===== src/rtl/sample_sched_pkg.sv =====
// Shared types for the sample scheduler: FSM state encoding and state helpers.
package sample_sched_pkg;

    localparam int unsigned STATE_W = 2;

    typedef enum logic [STATE_W-1:0] {
        IDLE  = 2'd0,
        ARM   = 2'd1,
        RUN   = 2'd2,
        DRAIN = 2'd3
    } state_t;

    // States in which the phase counter advances and tx strobes may fire.
    function automatic logic is_counting(input state_t s);
        return (s == RUN) || (s == DRAIN);
    endfunction

endpackage : sample_sched_pkg


===== src/rtl/sample_sched_win_cnt.sv =====
// Measurement-window counter: counts tx symbols and flags the symbol that
// completes a window of 2^NB_WINDOW, then wraps.
module sample_sched_win_cnt #(
    parameter int unsigned NB_WINDOW = 10
) (
    input  logic clock,
    input  logic i_reset,
    input  logic i_clear,
    input  logic i_inc,
    output logic o_done
);

    logic [NB_WINDOW-1:0] win_q;

    always_ff @(posedge clock or negedge i_reset) begin
        if (!i_reset) begin
            win_q <= '0;
        end else if (i_clear) begin
            win_q <= '0;
        end else if (i_inc) begin
            win_q <= win_q + NB_WINDOW'(1);
        end
    end

    // Done coincides with the increment that wraps the counter.
    assign o_done = i_inc && (&win_q);

endmodule : sample_sched_win_cnt


===== src/rtl/sample_sched.sv =====
// Oversampled symbol scheduler: issues tx symbol strobes and phase-selectable
// rx sampling strobes. Define SAMPLE_SCHED_WINDOW_EN to add window counting.
module sample_sched
    import sample_sched_pkg::*;
#(
    parameter int unsigned NB_COUNT  = 2,
    parameter int unsigned NB_WINDOW = 10
) (
    input  logic                clock,
    input  logic                i_reset,
    input  logic                i_enable,
    input  logic                i_start,
    input  logic                i_stop,
    input  logic [NB_COUNT-1:0] i_phase,
    output logic                o_valid_tx,
    output logic                o_valid_rx,
    output logic                o_window_done,
    output logic                o_busy,
    output logic [STATE_W-1:0]  o_state
);

    state_t              state_q;
    state_t              state_d;
    logic [NB_COUNT-1:0] cnt_q;
    logic [NB_COUNT-1:0] phase_q;
    logic                cnt_max_c;
    logic                counting_c;
    logic                valid_tx_c;
    logic                valid_rx_c;
    logic                window_done_c;

    assign cnt_max_c  = &cnt_q;
    assign counting_c = i_enable && is_counting(state_q);

    always_ff @(posedge clock or negedge i_reset) begin
        if (!i_reset) begin
            state_q <= IDLE;
        end else begin
            state_q <= state_d;
        end
    end

    // Next state and strobes; strobes depend only on registered state plus i_enable.
    always_comb begin
        state_d    = state_q;
        valid_tx_c = 1'b0;
        valid_rx_c = 1'b0;
        case (state_q)
            IDLE: begin
                if (i_start && i_enable && !i_stop) begin
                    state_d = ARM;
                end
            end
            ARM: begin
                state_d = i_stop ? IDLE : RUN;
            end
            RUN: begin
                valid_tx_c = i_enable && cnt_max_c;
                valid_rx_c = i_enable && (cnt_q == phase_q);
                if (i_stop) begin
                    state_d = DRAIN;
                end
            end
            DRAIN: begin
                valid_tx_c = i_enable && cnt_max_c;
                if (valid_tx_c) begin
                    state_d = IDLE;
                end
            end
            default: begin
                state_d = IDLE;
            end
        endcase
    end

    // Phase counter and sampling phase; phase only reloads at the symbol wrap
    // so each symbol period sees exactly one rx strobe.
    always_ff @(posedge clock or negedge i_reset) begin
        if (!i_reset) begin
            cnt_q   <= '0;
            phase_q <= '0;
        end else if (state_q == ARM) begin
            cnt_q   <= '0;
            phase_q <= i_phase;
        end else if (counting_c) begin
            cnt_q <= cnt_q + NB_COUNT'(1);
            if ((state_q == RUN) && cnt_max_c) begin
                phase_q <= i_phase;
            end
        end
    end

`ifdef SAMPLE_SCHED_WINDOW_EN
    sample_sched_win_cnt #(
        .NB_WINDOW (NB_WINDOW)
    ) u_win_cnt (
        .clock   (clock),
        .i_reset (i_reset),
        .i_clear (state_q == ARM),
        .i_inc   (valid_tx_c),
        .o_done  (window_done_c)
    );
`else
    logic unused_nb_window;

    assign unused_nb_window = ^NB_WINDOW;
    assign window_done_c    = 1'b0;
`endif

    assign o_valid_tx    = valid_tx_c;
    assign o_valid_rx    = valid_rx_c;
    assign o_window_done = window_done_c;
    assign o_busy        = (state_q != IDLE);
    assign o_state       = STATE_W'(state_q);

endmodule : sample_sched


===== config.mk =====
export PLATFORM = sky130hd
export DESIGN_NAME = sample_sched
export DESIGN_NICKNAME = d
export VERILOG_FILES = /design/src/rtl/sample_sched_pkg.sv /design/src/rtl/sample_sched_win_cnt.sv /design/src/rtl/sample_sched.sv
export SDC_FILE = /design/constraint.sdc
export NUM_CORES = 1
export LEC_CHECK = 0
export CELL_PAD_IN_SITES_DETAIL_PLACEMENT = 0
export CELL_PAD_IN_SITES_GLOBAL_PLACEMENT = 1
export CORE_AREA = 3 3 40 42
export DETAILED_ROUTE_END_ITERATION = 6
export DIE_AREA = 0 0 43 45
export GPL_ROUTABILITY_DRIVEN = 0
export PLACE_DENSITY_LB_ADDON = 0.1
export SYNTH_ARGS = -nofsm -noshare
export SYNTH_HDL_FRONTEND = slang
export SYNTH_SLANG_ARGS = --single-unit
export TNS_END_PERCENT = 10

===== constraint.sdc =====
create_clock -name clock -period 1.56 [get_ports clock]
set_input_delay 0.234 -clock clock [delete_from_list [all_inputs] [get_ports clock]]
set_output_delay 0.234 -clock clock [all_outputs]
set_load 0.02 [all_outputs]

; ---- Word-level counts from Yosys, hierarchy flattened
; Cells that the tools add are included.
[op_classes]
addsub = 1
n_mul = 0
n_div = 0
n_lt_le_gt_ge = 0
n_eq_ne = 7
shifts = 0
n_mux = 12
n_bitwise = 0
reduce_logical = 16
[ops]
columns = cell, count
row1 = 2-to-1 mux 2 bit, 9
row2 = case mux 2 bit (4 select lines), 1
row3 = logical AND 1 bit, 6
row4 = nonzero test 2 bit, 3
row5 = "equality test 2 bit, second input constant", 2
row6 = "inequality test 2 bit, second input constant", 2
row7 = AND reduction 2 bit, 2
row8 = AND reduction 3 bit, 1
row9 = "adder 2 x 1 -> 2 bit, second input constant", 1
row10 = "equality test 2 x 1 -> 1 bit, second input constant", 1
row11 = equality test 2 bit, 1
row12 = zero test 2 bit, 1
row13 = 2-to-1 mux 1 bit, 2
row14 = "inequality test 2 x 1 -> 1 bit, second input constant", 1
row15 = OR reduction 2 bit, 1
row16 = zero test 1 bit, 1
row17 = logical OR 1 bit, 1
[word_totals]
reg_bits = 6
latchBits = 0
ram_bits = 0
rom_bits = 0
input_bits = 7
word_cells = 39
mem_count = 0

; ---- Depth between registers and ports, before layout
[depth]
depth_word = 5
mapped_depth = 4
depth_no_buf = 4

; ---- Worst setup path after synthesis
; No wires, ideal clock.
[synth_timing]
kind = register to output
startpoint = register (tool-made name)
endpoint = output o_valid_rx
t_arrival_ns = 1.195
t_required_ns = 1.326
slack_ns = 0.131
stages_incl_launch_ff = 4
cell_sequence = dfrtp_1 buf_2 nand3_1 nor3_1
[synth_rtl]
columns = item, line_no
row1 = to (decl), sample_sched.sv:16  ; output logic o_valid_rx,

; ---- Worst setup path in the final report
[layout_timing]
startpoint = register cnt_q[1]
endpoint = register phase_q[0]
[layout_via]
elab_chain_cells = 4
[layout_lines]
columns = item, line_no
row1 = from (decl), sample_sched.sv:24  ; logic [NB_COUNT-1:0] cnt_q;
row2 = from (signal assigned), sample_sched.sv:86  ; cnt_q <= cnt_q + NB_COUNT'(1);
row3 = AND reduction 2 bit, sample_sched.sv:32  ; assign cnt_max_c = &cnt_q;
row4 = logical AND 1 bit, sample_sched.sv:87  ; if ((state_q == RUN) && cnt_max_c) begin
row5 = nonzero test 2 bit (no source line), n/a
row6 = AND reduction 2 bit (no source line), n/a
row7 = to (signal assigned), sample_sched.sv:84  ; phase_q <= i_phase;
row8 = to (signal assigned), sample_sched.sv:88  ; phase_q <= i_phase;
row9 = to (decl), sample_sched.sv:25  ; logic [NB_COUNT-1:0] phase_q;
; No other way between the ends.
; A chain may end at the register's enable or synchronous reset.

==> results.json <==
{
  "status": "finished, final reports clean",
  "max-cap-violations": 0,
  "drive_above_1_share": 0.453,
  "cts_buffer_depth": 2,
  "crit_arrival_ps": 1580,
  "drc_errors": 0,
  "grt.total_usage": 0.106,
  "synth-simple-area-share": 0.0657,
  "synthArstFlopShare": 1.00,
  "worstSetupStartpointType": "flop",
  "nets": 63,
  "cts-root-buf": "clkbuf_4",
  "area_growth_pct": 53.3,
  "synthAdderAreaFrac": 0.0346,
  "ys.flop_type": "dfrtp_1",
  "synth_edf_count": 0,
  "drt_iter0_markers": 3,
  "rr_endpoint": "phase_q[0]",
  "worst_slack_ps": 108,
  "clock_skew_ps": 5.51,
  "antenna_found_initial": 0,
  "rows": 13,
  "synth_seq_cells": 6,
  "finalSetupViolations": 0,
  "worstPathMaxFanout": 3,
  "worstSetupPathType": "reg2reg",
  "yosys.area_share.xor_xnor": 0.0727,
  "ff2ff_setup_slack_ps": 110,
  "cp.required_ps": 1690,
  "core_area_mm2": 0.00128,
  "place_ws_ps": -297,
  "slew_viol_final": 0,
  "synth.most_common_cell": "dfrtp_1",
  "regToRegStartpoint": "cnt_q[1]",
  "path_clk_slew_ps": 50,
  "place_area_um2": 546,
  "dieWidth_um": 43,
  "cts_hold_buf": 0,
  "n_antenna_cell": 0,
  "period_minus_slack_ps": 1450,
  "design_area_um2": 554,
  "yosysSeqAreaShare": 0.415,
  "synth_top_family_by_area": "multiplexers",
  "setup_tns_ps": 0,
  "synth_cells": 32,
  "cellPowerDensity_mw_per_mm2": 2020,
  "synthMuxAreaShare": 0.176,
  "cts_tree": "built",
  "routed_wl_um": 878,
  "synth_compound_area_frac": 0.138,
  "synth.area.top_cells": "dfrtp_1, mux2_4, mux2i_4, a22o_1, xor2_1",
  "grt_max_degree": 7,
  "finalHoldViolCount": 0,
  "yosys-top-cells-count": "dfrtp_1, inv_1",
  "vias": 316,
  "rsz0062_at_grt": "no",
  "synth_top_area_frac": 0.415,
  "clkSinkCount": 6,
  "ant_nets": 0,
  "initial_utilization": 0.281,
  "grt_pass1_wl_mm": 1.46,
  "cp-end-kind": "flop",
  "drtPass1Iterations": 4,
  "hold_path_class": "in2async",
  "dieHeight_um": 45,
  "viasPerCell": 4.65,
  "dpl.hpwl_um": 709,
  "period_share": 0.931,
  "yosysWarnings": 0,
  "cts_made_buffers": 3,
  "irDropWorstVdd_uv": 701,
  "mappedNetlistArea_um2": 362,
  "clk_latency_ps": 250,
  "gr-total-overflow": 0,
  "syn_nets": 40,
  "fmax_mhz": 689,
  "yosysTopAreaCell": "dfrtp_1",
  "port_buffers": 11,
  "io_pins": 13,
  "wl_per_cell_um": 12.9,
  "ff2ff_path_depth": 5,
  "h-tree-depth": 1,
  "synth.avg_cell_area_um2": 11.3,
  "dieArea_mm2": 0.00194,
  "ys_types": 20,
  "p_leak_nw": 0.260,
  "grt_pass1_vias": 326,
  "post_cts_buffers": 0
}
==> cells in the final DEF (no fill, tap or decap), types with 2 or more instances in the layout <==
master           instances
inv_1                    3
clkbuf_4                 3
dlygate4sd2_1            2
xor2_1                   2
buf_4                   10
clkdlybuf4s50_1          6
buf_2                    2
mux2_4                   2
a22o_1                   2
dfrtp_1                  5
a21oi_1                  2
==> cells by family after synthesis <==
group	Yosys count
AO/OA/AOI/OAI	7
XOR/XNOR	3
adder cells (fa/ha/maj)	1
buffers and inverters	6
flip-flops	6
multiplexers	4
other	1
AND/OR/NAND/NOR	4
==> critical path, cell delays in order, from the launching register on <==
cell	delay, ps
dfrtp_1	400
ha_2	220
nand3_2	90
buf_4	150
mux2i_4	170
mux2_4	320
==> worst max-delay path by stage <==
stage	startpoint	to	slack, ps
global route	cnt_q[1]	o_valid_rx	0.2
CTS	cnt_q[1]	o_valid_rx	10
detailed placement	i_enable	o_valid_rx	-300
floorplan	flop	o_valid_rx	130
finish	cnt_q[1]	phase_q[0]	110
global placement	i_enable	o_valid_rx	-270
==> report_power, final <==
part	switching [mW]	total, mW	internal, mW
registers	0.0847	0.325	0.240
logic	0.270	0.653	0.383
clock network	0.0557	0.143	0.0870
==> final cells by class <==
cell class              instances  area [um2]
clock buffers                   3        22.5
fillers                       121         731
inverters                       3        11.3
multi-input cells              20         183
flip-flops and latches          6         151
well taps                      15        18.8
repair buffers                 21         168
==> routing by layer <==
metal	GRT usage	share of wire
met5	0	0
met4	0.0181	0.0068
met3	0.0677	0.075
met2	0.180	0.49
met1	0.113	0.42
==> through the flow <==
stage | power, mW | util | cells | hold slack (ps)
after CTS | 1.14 | 0.443 | 68 | 240
after detailed placement | 1.01 | 0.425 | 65 | 498
after global routing | 1.21 | 0.431 | 68 | 244
final | 1.12 | 0.431 | 68 | 232
after floorplan | 0.716 | - | 32 | -61.6
after global placement | 0.986 | 0.425 | 65 | 497
==> repair_timing <==
item / CTS / global route
hold endpoints to repair: 0 / 0
endpoints found under the setup margin: 5 / 3
resized for setup: 12 / 4
No activity file was read; power rests on OpenSTA's default activity.
